--- src/rtl/router_reg.sv ---
// router_reg: datapath register stage behind the 1x3 router FSM.
// Latches the header, parks the byte seen while the FIFO is full, and checks running XOR parity.
module router_reg #(
    parameter int DW = 8
) (
    input  logic          clock,
    input  logic          resetn,
    input  logic          packet_valid,
    input  logic [DW-1:0] data_in,
    input  logic          fifo_full,
    input  logic          detect_add,
    input  logic          lfd_state,
    input  logic          ld_state,
    input  logic          laf_state,
    input  logic          full_state,
    input  logic          rst_int_reg,
    output logic [DW-1:0] dout,
    output logic          parity_done,
    output logic          low_packet_valid,
    output logic          err
);
    logic [DW-1:0] r_dout, r_hdr, r_full_hold, r_int_parity, r_pkt_parity;
    logic          r_parity_done, r_low_packet_valid, r_err;
    logic          w_bad_addr, w_pcap_ld, w_pcap_laf;

    // A header addressed to port 3 is ignored outright: no register moves that cycle.
    assign w_bad_addr = detect_add && (data_in[1:0] == 2'b11);
    assign w_pcap_ld  = ld_state && !packet_valid && !fifo_full;
    assign w_pcap_laf = laf_state && r_low_packet_valid && !r_parity_done;

    always_ff @(posedge clock or negedge resetn) begin
        if (!resetn) begin
            r_dout             <= '0;
            r_hdr              <= '0;
            r_full_hold        <= '0;
            r_int_parity       <= '0;
            r_pkt_parity       <= '0;
            r_parity_done      <= 1'b0;
            r_low_packet_valid <= 1'b0;
            r_err              <= 1'b0;
        end else if (!w_bad_addr) begin
            if (detect_add && packet_valid)
                r_hdr <= data_in;
            if (lfd_state)
                r_dout <= r_hdr;
            else if (ld_state && !fifo_full)
                r_dout <= data_in;
            else if (laf_state)
                r_dout <= r_full_hold;
            if (ld_state && fifo_full)
                r_full_hold <= data_in;
            if (detect_add)
                r_int_parity <= '0;
            else if (lfd_state)
                r_int_parity <= r_int_parity ^ r_hdr;
            else if (ld_state && packet_valid && !full_state && !fifo_full)
                r_int_parity <= r_int_parity ^ data_in;
            else if (laf_state && !r_parity_done && !r_low_packet_valid)
                r_int_parity <= r_int_parity ^ r_full_hold;
            if (detect_add)
                r_pkt_parity <= '0;
            else if (w_pcap_ld)
                r_pkt_parity <= data_in;
            else if (w_pcap_laf)
                r_pkt_parity <= r_full_hold;
            if (detect_add)
                r_parity_done <= 1'b0;
            else if (w_pcap_ld || w_pcap_laf)
                r_parity_done <= 1'b1;
            if (rst_int_reg)
                r_low_packet_valid <= 1'b0;
            else if (ld_state && !packet_valid)
                r_low_packet_valid <= 1'b1;
            if (detect_add)
                r_err <= 1'b0;
            else if (rst_int_reg && r_parity_done)
                r_err <= (r_int_parity != r_pkt_parity);
        end
    end

    assign dout             = r_dout;
    assign parity_done      = r_parity_done;
    assign low_packet_valid = r_low_packet_valid;
    assign err              = r_err;
endmodule

--- config.mk ---
export PLATFORM = sky130hd
export DESIGN_NAME = router_reg
export DESIGN_NICKNAME = d
export VERILOG_FILES = /design/src/rtl/router_reg.sv
export SDC_FILE = /design/constraint.sdc
export NUM_CORES = 1
export LEC_CHECK = 0
export CORE_ASPECT_RATIO = 0.5
export CORE_UTILIZATION = 55
export DETAILED_ROUTE_END_ITERATION = 12
export PLACE_DENSITY = 0.79
export SLEW_MARGIN = 10
export SYNTH_ARGS = -nofsm -noshare
export SYNTH_HDL_FRONTEND = slang
export SYNTH_SLANG_ARGS = --single-unit
export TNS_END_PERCENT = 5
--- constraint.sdc ---
create_clock -name clock -period 1.9 [get_ports clock]
set_clock_uncertainty 0.05 [all_clocks]
set_input_delay 0.57 -clock clock [delete_from_list [all_inputs] [get_ports clock]]
set_output_delay 0.57 -clock clock [all_outputs]
set_load 0.1 [all_outputs]
After elaboration in Yosys (flattened, before gate mapping)
Index checks and enable logic that the tools add are counted.
- register bits after elaboration: 43
- bits in latches: 0
- memory bits (writable): 0
- memory bits (read-only): 0
- bits of input ports: 18
- word-level logic and storage cells: 64
- memories: 0
- add/sub/neg operators: 0
- $mul: 0
- div/mod/pow operators: 0
- magnitude comparators: 0
- equal/unequal tests: 2
- shift operators: 0
- mux-type cells: 16
- bitwise operators: 4
- reductions and logical operators: 34
- operators with widths (cell ; count):
    $mux W8 ; 10
    $xor A8 B8 Y8 ; 3
    $reduce_and A2 Y1 ; 8
    $logic_and A1 B1 Y1 ; 14
    $ne A8 B8 Y1 ; 1
    $mux W1 ; 6
    $reduce_bool A2 Y1 ; 3
    $reduce_bool A3 Y1 ; 2
    $logic_not A1 Y1 ; 5
    $reduce_bool A4 Y1 ; 1
    $eq A2 B2 Y1 const B ; 1
    $logic_or A1 B1 Y1 ; 1
    $not A1 Y1 ; 1

Longest topological paths before layout
Gate-level depths: netlist of run 1.
- depth in word-level cells: 7
- depth in mapped cells: 6

Worst setup path before layout of run 1
OpenSTA, ideal clock, no wires.
- kind: reg2reg
- from: register r_parity_done (netlist: parity_done)
- to: register r_int_parity[5]
- library setup time: 0.077 ns
- arrival time: 2.081 ns
- required time: 1.773 ns
- path slack: -0.308 ns
- cell stages (with the launch flop): 6
- cells stage by stage: dfrtp_1 -> nor3b_1 -> o41ai_4 -> buf_6 -> or4_1 -> a21oi_1
- word-level cells in the longest chain between the ends: 5
- RTL lines (element ; RTL line ; text):
    from (decl) ; 23 ; logic r_parity_done, r_low_packet_valid, r_err;
    from (signal assigned) ; 38 ; r_parity_done <= 1'b0;
    from (signal assigned) ; 67 ; r_parity_done <= 1'b0;
    from (signal assigned) ; 69 ; r_parity_done <= 1'b1;
    $logic_not A1 Y1 ; 58 ; else if (laf_state && !r_parity_done && !r_low_packet_valid)
    $logic_and A1 B1 Y1 (2 in a row) ; 58 ;
    $reduce_bool A4 Y1 (no line) ; -- ;
    $reduce_and A2 Y1 (no line) ; -- ;
    to (signal assigned) ; 55 ; r_int_parity <= r_int_parity ^ r_hdr;
    to (signal assigned) ; 57 ; r_int_parity <= r_int_parity ^ data_in;
    to (signal assigned) ; 59 ; r_int_parity <= r_int_parity ^ r_full_hold;
    to (decl) ; 22 ; logic [DW-1:0] r_dout, r_hdr, r_full_hold, r_int_parity, r_pkt_parity;
Every way passes these cells.
A chain may end at the register's enable or synchronous reset.

Worst setup path in the final report of run 1
- from: input port fifo_full
- to: register r_int_parity[1]
- word-level cells in the longest chain between the ends: 5
- elaborated cells on any way between the ends: 7
- RTL lines (element ; RTL line ; text):
    from (decl) ; 10 ; input logic fifo_full,
    $logic_not A1 Y1 * ; 56 ; else if (ld_state && packet_valid && !full_state && !fifo_full)
    $logic_and A1 B1 Y1 * ; 56 ;
    $mux W8 ; 56 ;
    $mux W8 ; 54 ; else if (lfd_state)
    $mux W8 ; 52 ; if (detect_add)
Mark *: on every way between the ends. The rest lies on a longest branch, timed or not.

==> flow_metrics.env, run 1 <==
export IMPL_status="complete, but fails checks"
export IMPL_violations="negative setup slack"
export IMPL_synth_edf_count=0
export IMPL_holdWs_ps=270
export IMPL_drive_gt1_frac=0.365
export IMPL_grt_pass1_vias=1830
export IMPL_synth_fp_nets=232
export IMPL_dpl_hpwl_microns=4620
export IMPL_grt_max_degree=44
export IMPL_slew_limit_headroom=0.645
export IMPL_cp_start_kind="primary input"
export IMPL_yosys_area_top_type="dfrtp_1"
export IMPL_cp_data_arrival_time_ps=2090
export IMPL_power_density_nw_per_um2=956
export IMPL_period_needed_ps=1910
export IMPL_synthTopCellsByCount="dfrtp_1, nor2_1, mux2_2"
export IMPL_clock_sinks=43
export IMPL_io_pins=29
export IMPL_synth_avg_cell_area_sq_um=10.9
export IMPL_switching_share=0.356
export IMPL_post_drt_wl_per_cell_microns=19.3
export IMPL_fp_dieArea_sq_um=4500
export IMPL_die_h_microns=47.9
export IMPL_clk_pin_slew_ps=80
export IMPL_ir_worst_vdd_v=0.000727
export IMPL_clock_latency_ps=310
export IMPL_pwr_share_comb=0.360
export IMPL_ctsHoldBuffers=0
export IMPL_p_int_w=0.00198
export IMPL_initialDrtViolationCount=110
export IMPL_antenna_found_initial=0
export IMPL_critPathMaxFanout=5
export IMPL_synth_area_leaders="dfrtp_1, mux2_2, mux2i_1"
export IMPL_initial_core_util=0.586
export IMPL_first_pass_iters=4
export IMPL_finalWorstSetupSlack_ps=-5.14
export IMPL_wirelength_microns=6500
export IMPL_mappedNetlistArea_sq_um=2320
export IMPL_antennaDiodeCount=0
export IMPL_ys_seq_elements=43
export IMPL_pwr_share_seq=0.399
export IMPL_core_area_sq_um=3960
export IMPL_maxSlewViolCount=0
export IMPL_yosysSeqAreaShare=0.463
export IMPL_vias_per_cell=6.00
export IMPL_cts_tree="yes"
export IMPL_clock_power_share=0.242
export IMPL_synth_top_family_by_area="multiplexers"
export IMPL_synthMuxAreaShare=0.187
export IMPL_place_congestion=0.840
export IMPL_die_w_microns=93.9
export IMPL_synth_xor_area_share=0.0302
export IMPL_fin_cells=336
export IMPL_setup_viol=1
export IMPL_htreeDepth=2
export IMPL_root_buffer="clkbuf_8"
export IMPL_port_buffers=28
export IMPL_dp_cells=326
export IMPL_numCtsBuffers=5
export IMPL_fin_crit_sh=1.00
export IMPL_grtUsageTotal=0.320
export IMPL_synthSimpleGateAreaFrac=0.153
export IMPL_p_sw_w=0.00109
export IMPL_ys_warn_count=0
export IMPL_drv_cap=0
export IMPL_postSynthCellCount=214
export IMPL_antenna_left=0
export IMPL_fin_util=0.811
export IMPL_hold_viol=0
export IMPL_fmax_ghz=0.525
export IMPL_ys_types=35
export IMPL_end_kind="flip-flop"
export IMPL_synth_fa_ha_area_frac=0
export IMPL_synth_compound_area_frac=0.136
export IMPL_netlist_area_leader_share=0.463
export IMPL_drc=0
export IMPL_worst_pin_slew_ps=532
export IMPL_p_leak_nw=1.50
export IMPL_area_growth_pct=38.5
export IMPL_hp_class="primary input to asynchronous set/reset pin"
export IMPL_synthFlopType="dfrtp_1"
export IMPL_grt_first_pass_wirelength_microns=9960
export IMPL_clk_path_buf_depth=2
export IMPL_async_flop_share=1.00
export IMPL_nNetsFinal=299
export IMPL_synthMostInstantiatedCell="dfrtp_1"
export IMPL_num_vias=2015
export IMPL_rsz0062_at_grt="yes"
export IMPL_fp_row_count=16
export IMPL_path_class="primary input to flip-flop"
export IMPL_required_ps=2090
export IMPL_grt_ovfl_total=0
==> worst max-delay path: stages <==
cell and delay [ps]:
buf_2 100, and4bb_4 360, buf_6 130, mux2_2 350, or4_1 430, a21oi_2 150
==> timing repair <==
| item | in CTS | in global routing |
|---|---|---|
| setup endpoints to repair | 39 | 8 |
| gates resized for setup | 28 | 6 |
| buffers inserted | 1 | 0 |
| pin swaps | 4 | 7 |
| cloned | 1 | 0 |
==> cells in the final DEF, fill, tap and decap left out, drive strengths merged, types with 2 or more instances in the layout <==
cell           count
xor2               8
nor2              28
nor2b              9
a21oi              9
or4                7
mux2              24
mux2i             16
o22a               2
nand2             18
dlygate4sd2        5
nor4               2
buf               58
dfrtp             43
clkbuf             6
clkinv             2
o31ai             15
a21o               2
clkdlybuf4s50      7
a211oi             9
==> power by group through the flow <==
stage	logic, W	clock network (W)	registers [W]
floorplan	0.000383	0	0.00146
global placement	0.00104	0	0.00122
detailed placement	0.00106	0	0.00123
CTS	0.00108	0.000748	0.00122
global route	0.00116	0.000783	0.00124
finish	0.00111	0.000743	0.00123
==> worst paths after layout <==
kind,cells after the start,slack [ps],startpoint,end
setup / recovery,6,-5,fifo_full,r_int_parity[1]
hold reg to reg,1,460,r_hdr[3],r_hdr[3]
max in group asynchronous,2,1150,resetn,parity_done
min in group clock,1,460,r_hdr[3],r_hdr[3]
setup reg to reg,5,110,low_packet_valid,r_int_parity[1]
hold / removal,2,270,resetn,r_int_parity[4]
==> per-stage QoR <==
step,total power [W],TNS [ps],setup WS (ps),instance area [sq um]
global placement,0.00226,-17890,-558,3060
global route,0.00319,-71.7,-20.6,3220
detailed placement,0.00230,-19860,-613,3060
CTS,0.00305,-25.1,-25.1,3190
finish,0.00307,-5.14,-5.14,3220
floorplan,0.00184,-629,-74.2,2330
==> registers in the layout (all words and copies together) (netlist names) <==
name              flops
dout                  8
err                   1
low_packet_valid      1
parity_done           1
r_full_hold           8
r_hdr                 8
r_int_parity          8
r_pkt_parity          8
==> logic make-up (layout without fill, tap and decap cells) <==
| group | Yosys count | after routing |
|---|---|---|
| multiplexers | 40 | 40 |
| buffers and inverters | 12 | 80 |
| flip-flops | 43 | 43 |
| AND/OR/NAND/NOR | 71 | 71 |
| AO/OA/AOI/OAI | 40 | 40 |
| XOR/XNOR | 8 | 8 |
==> layout make-up <==
cell class              instances  area, sq um
multi-input cells             159         1220
clock inverters                 2         35.0
well taps                      54         67.6
repair buffers                 70          721
fillers                       221          748
clock buffers                   6         82.6
flip-flops and latches         43         1080
inverters                       2         7.51
==> metal layers <==
| layer | vias up | global-route usage | part of all wire |
|---|---|---|---|
| met5 | - | 0 | 0 |
| met2 | 95 | 0.485 | 0.44 |
| met3 | 22 | 0.0587 | 0.063 |
| met1 | 984 | 0.462 | 0.47 |
| met4 | 0 | 0.132 | 0.023 |
| li1 | 914 | - | - |
No activity file was read; power rests on OpenSTA's default activity.
==> run 2: changes to the inputs <==
--- a/config.mk
+++ b/config.mk
@@ -7,6 +7,7 @@
 export LEC_CHECK = 0
 export CORE_ASPECT_RATIO = 0.5
 export CORE_UTILIZATION = 55
+export CTS_CLUSTER_SIZE = 40
 export DETAILED_ROUTE_END_ITERATION = 12
 export PLACE_DENSITY = 0.79
 export SLEW_MARGIN = 10
==> results of run 2 <==
Final layout, timing and power as in run 1 (identical DEF).
==> run 3: changes to the inputs <==
--- a/config.mk
+++ b/config.mk
@@ -6,10 +6,9 @@
 export NUM_CORES = 1
 export LEC_CHECK = 0
 export CORE_ASPECT_RATIO = 0.5
-export CORE_UTILIZATION = 55
+export CORE_UTILIZATION = 30
 export CTS_CLUSTER_SIZE = 40
 export DETAILED_ROUTE_END_ITERATION = 12
-export PLACE_DENSITY = 0.79
 export SLEW_MARGIN = 10
 export SYNTH_ARGS = -nofsm -noshare
 export SYNTH_HDL_FRONTEND = slang
==> run 3 against run 2 <==
- the flow now finishes without violations
- worst hold slack got worse by 68 ps
- sequential share of layout area decreased by 2.5 points
- global-route usage decreased by 15 points
- clock-buffer cell count unchanged
- first-iteration DRC count decreased by 7.3%
- worst setup slack improved by 6.2 ps
- sequential power about the same
- combinational power about the same
- routed wire length decreased by 2.7%
- cell count increased by 15%
- total power increased by 10%
- flip-flop and latch count unchanged
- largest power group unchanged
==> flow_metrics.env, run 3 (synthesis results as in run 1) <==
export IMPL_status="finished, final reports clean"
export IMPL_cpMaxStageDelayCell="or4_4"
export IMPL_antenna_left=0
export IMPL_period_needed_ps=1900
export IMPL_first_pass_iters=4
export IMPL_wirelength_microns=6330
export IMPL_p_leak_nw=1.61
export IMPL_die_h_microns=64.2
export IMPL_grtUsageMet1=0.205
export IMPL_numCtsBuffers=5
export IMPL_post_drt_wl_per_cell_microns=16.3
export IMPL_path_class="primary input to flip-flop"
export IMPL_grt_first_pass_wirelength_microns=10700
export IMPL_clock_latency_ps=280
export IMPL_grt_util_met2=0.313
export IMPL_core_area_sq_um=7400
export IMPL_place_congestion=0.811
export IMPL_htreeDepth=2
export IMPL_ctsHoldBuffers=0
export IMPL_clock_sinks=43
export IMPL_area_sequential_sq_um=1080
export IMPL_slew_limit_headroom=0.765
export IMPL_root_buffer="clkbuf_16"
export IMPL_area_growth_pct=49.5
export IMPL_num_vias=1954
export IMPL_required_ps=2060
export IMPL_place_area_sq_um=3190
export IMPL_initial_core_util=0.314
export IMPL_busiest_layer="met2"
export IMPL_fill_cells=636
export IMPL_grt_max_degree=44
export IMPL_drc=0
export IMPL_die_w_microns=126
export IMPL_max_stage_delay_ps=480
export IMPL_maxSlewViolCount=0
export IMPL_power_density_nw_per_um2=975
export IMPL_hold_viol=0
export IMPL_postLayoutCellArea_sq_um=3470
export IMPL_drive_gt1_frac=0.399
export IMPL_cp_start_kind="primary input"
export IMPL_dpl_hpwl_microns=4650
export IMPL_ir_worst_vdd_v=0.000446
export IMPL_final_common_cell="dfrtp_1"
export IMPL_grt_pass1_vias=2143
export IMPL_crit_chain="buf_6 -> and4bb_2 -> buf_6 -> mux2_4 -> or4_4 -> a21oi_2"
export IMPL_fmax_ghz=0.527
export IMPL_critical_path_top_delay_family="simple AND/OR/NAND/NOR gates"
export IMPL_final_cell_mix="dfrtp_1, buf_4, nor2_1"
export IMPL_initialDrtViolationCount=102
export IMPL_cp_buffers_inverters=2
export IMPL_grt_ovfl_total=0
export IMPL_multiInputGateArea_sq_um=1240
export IMPL_port_buffers=28
export IMPL_grtUsageTotal=0.172
export IMPL_cts_tree="yes"
export IMPL_vias_per_cell=5.05
export IMPL_rsz0062_at_grt="yes"
export IMPL_fp_row_count=22
export IMPL_cpMostUsedCell="buf_6"
export IMPL_grtUsageMet3=0.0293
export IMPL_fp_dieArea_sq_um=8120
export IMPL_clk_pin_slew_ps=60
export IMPL_end_kind="flip-flop"
export IMPL_fin_crit_sh=0.999
export IMPL_holdWs_ps=201
export IMPL_antennaDiodeCount=0
export IMPL_antenna_found_initial=0
export IMPL_io_pins=29
export IMPL_clk_path_buf_depth=2
export IMPL_setup_viol=0
export IMPL_drv_cap=0
export IMPL_cp_data_arrival_time_ps=2060
export IMPL_hp_class="primary input to asynchronous set/reset pin"
export IMPL_worst_pin_slew_ps=350
export IMPL_critPathMaxFanout=5
export IMPL_nNetsFinal=308
==> run 3: cell types whose count changed in the layout (fill, tap and decap cells not counted), moves of 2 or more <==
cell	delta
buf_4	+5
buf_6	+5
clkbuf_16	+5
clkbuf_8	-5
buf_2	-3
or4_1	-2
or4_4	+2
==> run 3: repair_timing <==
| item | 4_1_cts | 5_1_grt |
|---|---|---|
| endpoints found under the setup margin | 40 | 6 |
| pin swaps | 8 | 7 |
| buffers inserted | 3 | 0 |
| gates cloned | 1 | 0 |
| gates resized for setup | 34 | 8 |
==> run 3: area by class of cell <==
cell class              count  share of cell area
inverters                   2             0.00216
flip-flops and latches     43               0.311
multi-input cells         159               0.357
well taps                  96              0.0346
repair buffers             79               0.244
clock buffers               6              0.0400
clock inverters             2              0.0112
==> run 3: worst register-to-register path: stages, from the launching register on <==
cell     delay [ps]
dfrtp_2         450
nor3b_4         270
o41ai_4         100
buf_4           160
or4_1           520
a21oi_2         150
==> run 3: power breakdown <==
group	internal, W	leakage [nW]	switching, W	total, W
registers	0.00107	0.528	0.000150	0.00122
logic	0.000527	0.993	0.000614	0.00114
clock network	0.000661	0.0875	0.000360	0.00102
total	0.00226	1.61	0.00112	0.00338
==> run 3: path summary, 6_finish.rpt <==
kind                             startpoint              end  slack (ps)  depth (start not counted)
setup / recovery                 full_state  r_int_parity[4]           1                          6
min in group clock                 r_hdr[1]         r_hdr[1]         460                          1
max in group asynchronous            resetn      parity_done        1370                          2
setup reg to reg           low_packet_valid  r_int_parity[2]         140                          5
hold / removal                       resetn   r_full_hold[3]         200                          2
hold reg to reg                    r_hdr[1]         r_hdr[1]         460                          1
==> run 3: metrics by stage <==
stage / setup WS [ps] / util / total power (W) / setup TNS (ps) / cells
4_1_cts: -40.6 / 0.466 / 0.00338 / -70.2 / 387
3_3_place_gp: -644 / 0.430 / 0.00230 / -19790 / 376
2_1_floorplan: -74.2 / - / 0.00184 / -629 / 214
3_5_place_dp: -695 / 0.430 / 0.00233 / -20760 / 376
6_report: 1.03 / 0.469 / 0.00338 / 0 / 387
5_1_grt: -21.0 / 0.469 / 0.00355 / -46.2 / 387
==> run 3: per-layer routing <==
layer / up-vias / share of wire
met5: - / 0
met3: 10 / 0.026
met4: 0 / 0.017
met1: 985 / 0.44
met2: 28 / 0.51
li1: 931 / -
